### src/rtl/key_evt_pkg.sv
// Shared types and default timing constants for the key event decoder.
package key_evt_pkg;

    localparam int KEY_CLK_HZ         = 100_000_000;
    localparam int KEY_LONG_CYC_DEF   = KEY_CLK_HZ;
    localparam int KEY_REPEAT_CYC_DEF = KEY_CLK_HZ / 5;

    typedef enum logic [1:0] {
        IDLE = 2'd0,
        HELD = 2'd1,
        LONG = 2'd2
    } key_state_e;

endpackage

### src/rtl/key_evt_timer.sv
// Hold-time counter with synchronous clear/enable and a terminal-count flag
// compared against a threshold chosen at run time by the decoder.
module key_evt_timer #(
    parameter int CNT_W = 32
) (
    input  logic             clk,
    input  logic             rst,
    input  logic             clr,
    input  logic             en,
    input  logic [CNT_W-1:0] thresh,
    output logic             tc
);

    logic [CNT_W-1:0] cnt_q;
    logic [CNT_W-1:0] cnt_d;

    always_comb begin
        cnt_d = cnt_q;
        if (clr) begin
            cnt_d = '0;
        end else if (en) begin
            cnt_d = cnt_q + 1'b1;
        end
    end

    always_ff @(posedge clk or posedge rst) begin
        if (rst) begin
            cnt_q <= '0;
        end else begin
            cnt_q <= cnt_d;
        end
    end

    assign tc = (cnt_q == thresh);

endmodule

### src/rtl/key_event_decoder.sv
// Turns a debounced key level into press/release/long/repeat pulses, a held level and a press count.
// Define KEY_EVT_REPEAT_EN to enable auto-repeat pulses while the key stays in the long-press state.
module key_event_decoder
    import key_evt_pkg::*;
#(
    parameter bit ACTIVE_LOW = 1'b1,
    parameter int LONG_CYC   = KEY_LONG_CYC_DEF,
    parameter int REPEAT_CYC = KEY_REPEAT_CYC_DEF,
    parameter int CNT_W      = 32
) (
    input  logic       clk,
    input  logic       rst,
    input  logic       key_lvl,
    output logic       key_press,
    output logic       key_release,
    output logic       key_long,
    output logic       key_rpt,
    output logic       key_held,
    output logic [7:0] press_cnt
);

    localparam logic [CNT_W-1:0] LONG_TC   = CNT_W'(LONG_CYC - 1);
    localparam logic [CNT_W-1:0] REPEAT_TC = CNT_W'(REPEAT_CYC - 1);

    key_state_e state_q, state_d;
    logic       act_q, act_d;
    logic       press_q, press_d;
    logic       release_q, release_d;
    logic       long_q, long_d;
    logic       rpt_q, rpt_d;
    logic       held_q, held_d;
    logic [7:0] press_cnt_q, press_cnt_d;
    logic       tmr_clr;
    logic       tmr_en;
    logic       tmr_tc;
    logic [CNT_W-1:0] tmr_thresh;

    assign act_d      = key_lvl ^ ACTIVE_LOW;
    assign tmr_thresh = (state_q == LONG) ? REPEAT_TC : LONG_TC;

    key_evt_timer #(
        .CNT_W (CNT_W)
    ) u_timer (
        .clk    (clk),
        .rst    (rst),
        .clr    (tmr_clr),
        .en     (tmr_en),
        .thresh (tmr_thresh),
        .tc     (tmr_tc)
    );

    // Release is tested before the threshold so it always wins a same-cycle tie.
    always_comb begin
        state_d     = state_q;
        press_d     = 1'b0;
        release_d   = 1'b0;
        long_d      = 1'b0;
        rpt_d       = 1'b0;
        press_cnt_d = press_cnt_q;
        tmr_clr     = 1'b0;
        tmr_en      = 1'b0;
        case (state_q)
            IDLE: begin
                if (act_q) begin
                    press_d     = 1'b1;
                    press_cnt_d = press_cnt_q + 8'd1;
                    tmr_clr     = 1'b1;
                    state_d     = HELD;
                end
            end
            HELD: begin
                if (!act_q) begin
                    release_d = 1'b1;
                    tmr_clr   = 1'b1;
                    state_d   = IDLE;
                end else if (tmr_tc) begin
                    long_d  = 1'b1;
                    tmr_clr = 1'b1;
                    state_d = LONG;
                end else begin
                    tmr_en = 1'b1;
                end
            end
            LONG: begin
                if (!act_q) begin
                    release_d = 1'b1;
                    tmr_clr   = 1'b1;
                    state_d   = IDLE;
                end else begin
`ifdef KEY_EVT_REPEAT_EN
                    if (tmr_tc) begin
                        rpt_d   = 1'b1;
                        tmr_clr = 1'b1;
                    end else begin
                        tmr_en = 1'b1;
                    end
`else
                    tmr_clr = 1'b1;
`endif
                end
            end
            default: begin
                tmr_clr = 1'b1;
                state_d = IDLE;
            end
        endcase
        held_d = (state_d != IDLE);
    end

    always_ff @(posedge clk or posedge rst) begin
        if (rst) begin
            state_q     <= IDLE;
            act_q       <= 1'b0;
            press_q     <= 1'b0;
            release_q   <= 1'b0;
            long_q      <= 1'b0;
            rpt_q       <= 1'b0;
            held_q      <= 1'b0;
            press_cnt_q <= 8'd0;
        end else begin
            state_q     <= state_d;
            act_q       <= act_d;
            press_q     <= press_d;
            release_q   <= release_d;
            long_q      <= long_d;
            rpt_q       <= rpt_d;
            held_q      <= held_d;
            press_cnt_q <= press_cnt_d;
        end
    end

    assign key_press   = press_q;
    assign key_release = release_q;
    assign key_long    = long_q;
    assign key_rpt     = rpt_q;
    assign key_held    = held_q;
    assign press_cnt   = press_cnt_q;

endmodule
### config.mk
export PLATFORM = sky130hd
export DESIGN_NAME = key_event_decoder
export DESIGN_NICKNAME = d
export VERILOG_FILES = /design/src/rtl/key_evt_pkg.sv /design/src/rtl/key_evt_timer.sv /design/src/rtl/key_event_decoder.sv
export SDC_FILE = /design/constraint.sdc
export NUM_CORES = 1
export LEC_CHECK = 0
export CORE_UTILIZATION = 55
export CTS_BUF_LIST = sky130_fd_sc_hd__clkbuf_4 sky130_fd_sc_hd__clkbuf_8 sky130_fd_sc_hd__clkbuf_16
export DETAILED_ROUTE_END_ITERATION = 8
export PLACE_DENSITY = 0.72
export SKIP_LAST_GASP = 1
export SLEW_MARGIN = 5
export SYNTH_ARGS = -nofsm -noshare
export SYNTH_HDL_FRONTEND = slang
export SYNTH_SLANG_ARGS = --single-unit
### constraint.sdc
create_clock -name clk -period 4.36 [get_ports clk]
set_clock_uncertainty 0.05 [all_clocks]
set_input_delay 0.872 -clock clk [delete_from_list [all_inputs] [get_ports clk]]
set_output_delay 0.872 -clock clk [all_outputs]
set_load 0.01 [all_outputs]
## Word-level counts from Yosys, hierarchy flattened

Index checks and enable logic that the tools add are counted.

- Equal/unequal tests: 3
- Reductions and logical operators: 5
- Bitwise logic cells: 1
- Add/sub/neg operators: 2
- Mux-type cells: 20

Operators with widths:

| cell | number |
|---|---|
| 32-bit two-way mux | 2 |
| 32-bit by 1-bit adder with 32-bit output (second input constant) | 1 |
| 32-bit by 27-bit equality test with 1-bit output | 1 |
| 27-bit two-way mux | 1 |
| 1-bit two-way mux | 11 |
| 8-bit by 1-bit adder with 8-bit output (second input constant) | 1 |
| 2-bit two-way mux | 4 |
| 2-bit one-hot mux with 3 select lines | 1 |
| 2-bit nonzero test | 2 |
| 2-bit by 1-bit equality test with 1-bit output (second input constant) | 1 |
| 2-bit equality test (second input constant) | 1 |
| 2-bit zero test | 1 |
| 1-bit one-hot mux with 2 select lines | 1 |
| 2-bit AND reduction | 1 |
| 2-bit OR reduction | 1 |
| 1-bit NOT | 1 |

- Register bits after elaboration: 47
- Word-level logic and storage cells: 39
- Input bits: 3
- Output and inout bits: 13

## Longest topological paths before layout

Gate-level depths: netlist of run 1.

- Word-level depth: 8
- Gate-level depth with buffers: 9
- Depth with buffers taken out: 7

## Hierarchy

A second synthesis of run 1 with hierarchy kept.

- Cells, all modules: 286
- Area, all modules: 2,778.9 sq um

By module, submodules not included:

| module | instances | seq. area each (sq um) | cells each | area each (sq um) |
|---|---|---|---|---|
| key_evt_timer | 1 | 800.8 | 220 | 2,025.7 |
| key_event_decoder | 1 | 375.4 | 66 | 753.2 |

## Worst setup path before layout of run 1

No wires, ideal clock.

- Path kind: register to register
- From: register state_q[0]
- To: register u_timer.cnt_q[5]
- Library setup time: 134 ps
- Buffers on the path: 1
- Data arrival time: 2,542 ps
- Period minus slack after synthesis: 2,727 ps
- Data required time: 4,176 ps
- Setup slack: 1,633 ps
- Stages on the path, launching flop included: 9
- Path through: dfrtp_1 > inv_1 > ha_1 > or4b_2 > o2bb2ai_1 > nand4_1 > a21oi_1 > buf_2 > a21oi_1

- Word-level cells in the longest chain between the ends: 7
- Elaborated cells between the ends (all ways): 13
- Those cells by class: eq/ne: 3; mux: 8; reduce/logical: 2

RTL lines:

| element | line | text |
|---|---|---|
| start: declaration | key_event_decoder.sv:25 | `key_state_e state_q, state_d;` |
| start signal: assignment | key_event_decoder.sv:121 | `state_q <= state_d;` |
| 2-bit equality test | key_event_decoder.sv:39, key_event_decoder.sv:62 |  |
| 27-bit two-way mux | key_event_decoder.sv:39 | `assign tmr_thresh = (state_q == LONG) ? REPEAT_TC : LONG_TC;` |
| 32-bit by 27-bit equality test with 1-bit output | key_evt_timer.sv:34 | `assign tc = (cnt_q == thresh);` |
| 1-bit two-way mux | key_event_decoder.sv:76 | `end else if (tmr_tc) begin` |
| 1-bit two-way mux | key_event_decoder.sv:72 | `if (!act_q) begin` |
| 1-bit one-hot mux with 2 select lines or 1-bit two-way mux (tied branches) | key_event_decoder.sv:62 | `case (state_q)` |
| 32-bit two-way mux or 2-bit nonzero test (tied branches) | n/a |  |
| end signal: assignment | key_evt_timer.sv:30 | `cnt_q <= cnt_d;` |
| end: declaration | key_evt_timer.sv:14 | `logic [CNT_W-1:0] cnt_q;` |

Several ways; a longest one is shown, not always the timed one.
A chain may end at the register's enable or synchronous reset.

## Worst setup path after layout of run 1

- From: register state_q[0]
- To: register state_q[1]

- Word-level cells in the longest chain between the ends: 6
- Elaborated cells between the ends (all ways): 8
- Those cells by class: eq/ne: 3; mux: 4; reduce/logical: 1

RTL lines:

| element | line |
|---|---|
| 2-bit equality test | key_event_decoder.sv:39, key_event_decoder.sv:62 |
| 27-bit two-way mux | key_event_decoder.sv:39 |
| 32-bit by 27-bit equality test with 1-bit output | key_evt_timer.sv:34 |
| 2-bit two-way mux | key_event_decoder.sv:76 |
| 2-bit two-way mux | key_event_decoder.sv:72 |
| 2-bit one-hot mux with 3 select lines * | key_event_decoder.sv:62 |
| net state_d[1] | key_event_decoder.sv:25 |

Mark *: on every way through the listed nets, which the timed path passes. The rest lies on a longest branch.

==> impl_metrics.csv, run 1 <==
group,metric,value,unit
placed_design,place_congestion,0.8887,
setup_path,crit_type,"register to register",
yosys,ys_seq_area_frac,0.4478,
sta,setup_viol,0,
sta,hold_viol_final,0,
setup_path,rr_worst_depth,7,
sta,tns,0,ns
final_layout,nets,299,
detailed_routing,drtPass1Iterations,7,
outcome,run_status,"complete, but fails checks",
detailed_routing,drc,2,
yosys,syn_avg_cell_area,9.280,um2
setup_path,worstSetupEndpoint,"state_q[1]",
cts,worstSkewPairLatency,0.30,ns
detailed_routing,via_per_inst,6.312,
detailed_routing,wl_per_cell,16.89,um
pwr,vdd_drop_max,0.3142,mV
yosys,synth_area,2626,um2
final_layout,synthToLayoutAreaGrowth,9.052,%
die,die_w,71.10,um
die,start_util,0.5870,
placed_design,port_buffers,14,
yosys,synth_edf_count,0,
sta,whs,0.4215,ns
setup_path,r2r_slack,1.27,ns
cts,root_buffer,"clkbuf_8",
cts,hold_buffers,0,
die,num_rows,24,
detailed_routing,drtIter0Drc,158,
detailed_routing,drtAntennaViolNets,0,
cts,clockBufferDepth,2,
sta,slew_violations,0,
setup_path,crit_path_start_kind,"register",
die,coreArea,4474,um2
cts,cts_tree,"built",
sta,finalCritPeriodShare,0.7086,
detailed_routing,dr.max_layer_used,"met4",
pwr,p_leak,1.070,nW
yosys,synthFlopType,"dfrtp_1",
final_layout,fin_area,2864,um2
cts,cts_resized,0,
global_routing,grt-ovfl-total,0,
detailed_routing,wirelength,5793,um
placed_design,dpl_cell_area,2775,um2
setup_path,worstPathRequired,4.52,ns
yosys,syn_inst,283,
sta,tightestPinTransition,0.9706,ns
detailed_routing,wl_met2,2562,um
die,die_area,5055,um2
yosys,yosysUniqueCellTypes,44,
final_layout,drive_gt1_frac,0.07216,
yosys,synth_nets,292,
setup_path,crit_path_start,"state_q[0]",
cts,htreeDepth,2,
yosys,ys_seq_elements,47,
detailed_routing,wl_met1,2939,um
setup_path,r2r_start,"state_q[0]",
detailed_routing,wl_met3,190,um
flow_run,max-cap-violations,0,
sta,post-route-min-period,3.090,ns
placed_design,place_hpwl,3921,um
global_routing,grt_pass1_vias,2023,
yosys,async_reset_ff_frac,1.000,
setup_path,endpoint_kind,"register",
cts,cts.sinks,47,
sta,fmax,323.7,MHz
pwr,powerDensity,387.2,nW/um2
final_layout,num_antenna_cells,0,
setup_path,cp.arrival,3.25,ns
final_layout,fin_util,0.6401,
detailed_routing,vias,2165,
yosys,yosys_warnings,0,
cts,cts_setup_buffers,0,
cts,clkTransAtPathRegs,0.09,ns
pwr,p_total,1.109,mW
die,die_h,71.10,um
cts,numCtsBuffers,5,
die,ios,16,
hold_path,min-delay-path-class,"register to register",
global_routing,track_usage,0.2523,
global_routing,grt_antenna_before_repair,0,
global_routing,grt_max_degree,48,
setup_path,r2r_end,"state_q[1]",
final_layout,final_cell_mix,"dfrtp_1 (47), nand2_1 (24), nor2_1 (22)",
sta,relSlewSlack,0.3520,
final_layout,final_common_cell,"dfrtp_1",
global_routing,grt_pass1_wl,9860,um
outcome,violations,"DRC",
sta,rsz0062_at_grt,"false",
setup_path,cp_max_fo,24,
[critical path, cell delays in order (launching register included)]
cell	delay [ns]
dfrtp_1	0.47
inv_1	0.11
ha_1	0.31
or4b_2	0.69
o2bb2ai_1	0.22
and4_1	0.70
a21oi_1	0.16
nor4_1	0.28
[state kept, by name, summed over array words and instances (netlist names)]
signal / flops
act_q: 1
key_held: 1
key_long: 1
key_press: 1
key_release: 1
press_cnt: 8
state_q: 2
u_timer.cnt_q: 32
[how the worst min path moves through the flow]
stage	startpoint	to	slack, ns	depth (start not counted)
6_report	press_cnt[7]	press_cnt[7]	0.42	1
5_1_grt	press_cnt[7]	press_cnt[7]	0.45	1
4_1_cts	press_cnt[7]	press_cnt[7]	0.43	1
3_5_place_dp	press_cnt[7]	press_cnt[7]	0.41	1
3_3_place_gp	press_cnt[7]	press_cnt[7]	0.41	1
2_1_floorplan	press_cnt[7]	press_cnt[7]	0.46	1
[cell families (layout without fill, tap and decap cells)]
| logic type | after synthesis | in the layout | synth area share |
|---|---|---|---|
| simple gates | 140 | 140 | 0.3059 |
| flops | 47 | 47 | 0.4478 |
| compound gates | 46 | 46 | 0.1101 |
| buf+inv | 23 | 31 | 0.03859 |
| xor+xnor | 19 | 19 | 0.06336 |
| fa+ha+maj | 6 | 6 | 0.02858 |
| other cells | 1 | 1 | 0.001428 |
| mux | 1 | 1 | 0.004287 |
[synthesized netlist by cell type, types with 2 or more instances]
cell type	count	area share
a21oi_1	16	0.030
a31oi_1	2	0.0048
and2_1	3	0.0071
and3_1	8	0.019
and4_1	5	0.017
buf_2	3	0.0057
clkbuf_1	11	0.016
dfrtp_1	47	0.45
ha_1	6	0.029
inv_1	7	0.010
nand2_1	24	0.034
nand3_1	14	0.027
nand4_1	12	0.029
nor2_1	22	0.031
nor3_1	9	0.017
nor3b_1	4	0.011
nor4_1	13	0.031
nor4b_1	3	0.010
o21ai_0	10	0.019
o2bb2ai_1	2	0.0067
o311ai_0	2	0.0067
o31ai_1	6	0.017
o41ai_1	2	0.0067
or2_2	2	0.0048
or3_1	9	0.021
or4_1	4	0.011
or4_4	2	0.0086
or4bb_1	2	0.0086
xnor2_1	15	0.050
xor2_1	4	0.013
[metrics by stage]
stage,setup slack [ns],cells
3_3_place_gp,1.415,335
2_1_floorplan,1.633,283
5_1_grt,1.083,343
6_report,1.270,343
4_1_cts,1.310,343
3_5_place_dp,1.288,335
[layout make-up]
| cell class | instances | area (um2) |
|---|---|---|
| fill | 390 | 1610 |
| multi-input combinational | 213 | 1353 |
| sequential | 47 | 1176 |
| timing repair buffer | 16 | 155.1 |
| clock buffer | 6 | 76.32 |
| tap | 52 | 65.06 |
| inverter | 7 | 26.28 |
| clock inverter | 2 | 12.51 |
[metal layers]
metal / vias to the layer above / global-route usage
met2: 48 / 0.3761
met3: 9 / 0.03846
met4: 0 / 0.1044
li1: 1061 / -
met5: - / 0
met1: 1047 / 0.3689
[report_power, final]
group          internal, mW  total, mW  switching (mW)  leakage, nW
logic                 0.136      0.312           0.176        0.387
registers             0.482      0.532          0.0501        0.638
clock network         0.118      0.265           0.146       0.0446
total                 0.736       1.11           0.373         1.07
Note: power is estimated with default switching activity, not from simulation.
==> run 2: changes to the inputs <==
clock period = 3.24 ns   (was 4.36 ns; I/O delays follow)
==> run 2 against run 1 <==
Against the previous run: the flow still finishes with violations (DRC); worst hold slack better by 0.0085 ns; critical endpoint is now u_timer.cnt_q[31]; sequential power rose by 34%; cell count rose by 1.5%.
==> impl_metrics.csv, run 2 (synthesis gave the netlist of run 1 again) <==
group,metric,value,unit
outcome,run_status,"complete, but fails checks",
outcome,violations,"DRC",
cts,worstSkewPairLatency,0.30,ns
setup_path,r2r_slack,0.47,ns
setup_path,endpoint_kind,"register",
global_routing,busiest_layer,"met2",
final_layout,largest_reg_flops,32,
final_layout,fin_util,0.6485,
sta,whs,0.4299,ns
die,die_h,71.10,um
sta,post-route-min-period,2.775,ns
cts,cts_resized,0,
cts,clkTransAtPathRegs,0.08,ns
setup_path,crit_slowest_cell,"or4b_2",
detailed_routing,via_per_inst,6.305,
cts,hold_buffers,0,
final_layout,drive_gt1_frac,0.08784,
setup_path,crit_path_start_kind,"register",
cts,clockBufferDepth,2,
global_routing,grt_antenna_before_repair,0,
die,start_util,0.5870,
pwr,vdd_drop_max,0.3652,mV
final_layout,synthToLayoutAreaGrowth,10.48,%
placed_design,place_congestion,0.8896,
global_routing,track_usage,0.2502,
cts,numCtsBuffers,5,
detailed_routing,drtAntennaViolNets,0,
final_layout,num_antenna_cells,0,
pwr,p_total,1.501,mW
sta,hold_viol_final,0,
detailed_routing,drtPass1Iterations,7,
detailed_routing,wl_per_cell,16.63,um
die,die_area,5055,um2
sta,setup_viol,0,
sta,tns,0,ns
pwr,p_leak,1.100,nW
die,ios,16,
placed_design,post-place-ws,0.5285,ns
pwr,pwr-share-comb,0.290,
final_layout,fin_area,2902,um2
detailed_routing,vias,2194,
global_routing,grt_use_met3,0.04701,
pwr,seqPwrFrac,0.476,
detailed_routing,drtIter0Drc,206,
cts,root_buffer,"clkbuf_8",
sta,finalCritPeriodShare,0.8563,
hold_path,min-delay-path-class,"register to register",
pwr,power_frac_clock,0.234,
global_routing,grt_max_degree,26,
pwr,powerDensity,517.3,nW/um2
sta,fmax,360.4,MHz
placed_design,port_buffers,14,
placed_design,place_hpwl,4215,um
placed_design,dpl_cell_area,2813,um2
final_layout,stdcell_count,348,
sta,tightestPinTransition,0.5177,ns
pwr,power.internal,1.012,mW
pwr,switchingPower,0.4884,mW
detailed_routing,wirelength,5787,um
global_routing,grt-ovfl-total,0,
sta,slew_violations,0,
flow_run,max-cap-violations,0,
placed_design,place_inst,340,
final_layout,top_register,"u_timer.cnt_q",
global_routing,grt_pass1_vias,2023,
cts,htreeDepth,2,
detailed_routing,drc,2,
pwr,switching_share,0.3254,
sta,setup_ws,0.4655,ns
setup_path,cp_max_fo,17,
setup_path,crit_type,"register to register",
setup_path,path_cells,"inv_1 -> ha_1 -> or4b_2 -> o2bb2ai_1 -> nand4_1 -> a21oi_2 -> buf_4 -> nor2_1",
sta,relSlewSlack,0.6544,
cts,cts_setup_buffers,0,
cts,cts.sinks,47,
global_routing,grt_pass1_wl,9832,um
die,num_rows,24,
setup_path,worstPathRequired,3.37,ns
cts,cts_tree,"built",
final_layout,final_cell_mix,"dfrtp_1 (47), nand2_1 (24), nor2_1 (22)",
global_routing,use_met2,0.3803,
die,coreArea,4474,um2
global_routing,gr-usage-met1,0.3636,
final_layout,nets,304,
setup_path,cp.arrival,2.91,ns
setup_path,max_stage_delay,0.68,ns
final_layout,final_common_cell,"dfrtp_1",
sta,rsz0062_at_grt,"false",
die,die_w,71.10,um
[run 2: cell types whose count changed in the layout (fill, tap and decap cells not counted), sizes merged]
| cell | before | now |
|---|---|---|
| buf | 2 | 7 |
| clkbuf | 6 | 7 |
| clkinvlp | 1 | 0 |
[run 2: area by class of cell]
class	instances	area, um2
clock buffer	7	83.83
clock inverter	1	5.005
fill	357	1573
inverter	7	26.28
multi-input combinational	213	1353
sequential	47	1176
tap	52	65.06
timing repair buffer	21	192.7
[run 2: power by group through the flow]
stage	clock network [mW]	logic [mW]	registers, mW
after global routing	0.385	0.477	0.724
after global placement	0	0.431	0.722
after floorplan	0	0.227	0.738
final	0.351	0.436	0.714
after detailed placement	0	0.433	0.725
after CTS	0.360	0.436	0.713
[run 2: path summary, 6_finish.rpt]
kind / startpoint / to / cells after the start
max in group asynchronous: rst / u_timer.cnt_q[22] / 3
hold / removal: press_cnt[7] / press_cnt[7] / 1
hold reg to reg: press_cnt[7] / press_cnt[7] / 1
min in group asynchronous: rst / press_cnt[4] / 2
setup reg to reg: state_q[0] / u_timer.cnt_q[31] / 8
setup / recovery: state_q[0] / u_timer.cnt_q[31] / 8
[run 2: worst max-delay path: cells and delay by family, from the launching register on]
kind / cells / cell delay, ns
fa+ha+maj: 1 / 0.31
compound gates: 2 / 0.45
simple gates: 3 / 1.04
buf+inv: 2 / 0.34
flops: 1 / 0.47
[run 2: layer usage]
metal,up-vias,part of all wire
li1,1062,-
met1,1041,0.48
met2,82,0.45
met3,9,0.061
met4,0,0.014
met5,-,0
==> run 3: changes to the inputs <==
SLEW_MARGIN = 10   (was 5)
==> results of run 3 <==
Same layout as run 2: the final DEF is identical, and so are final timing and power.
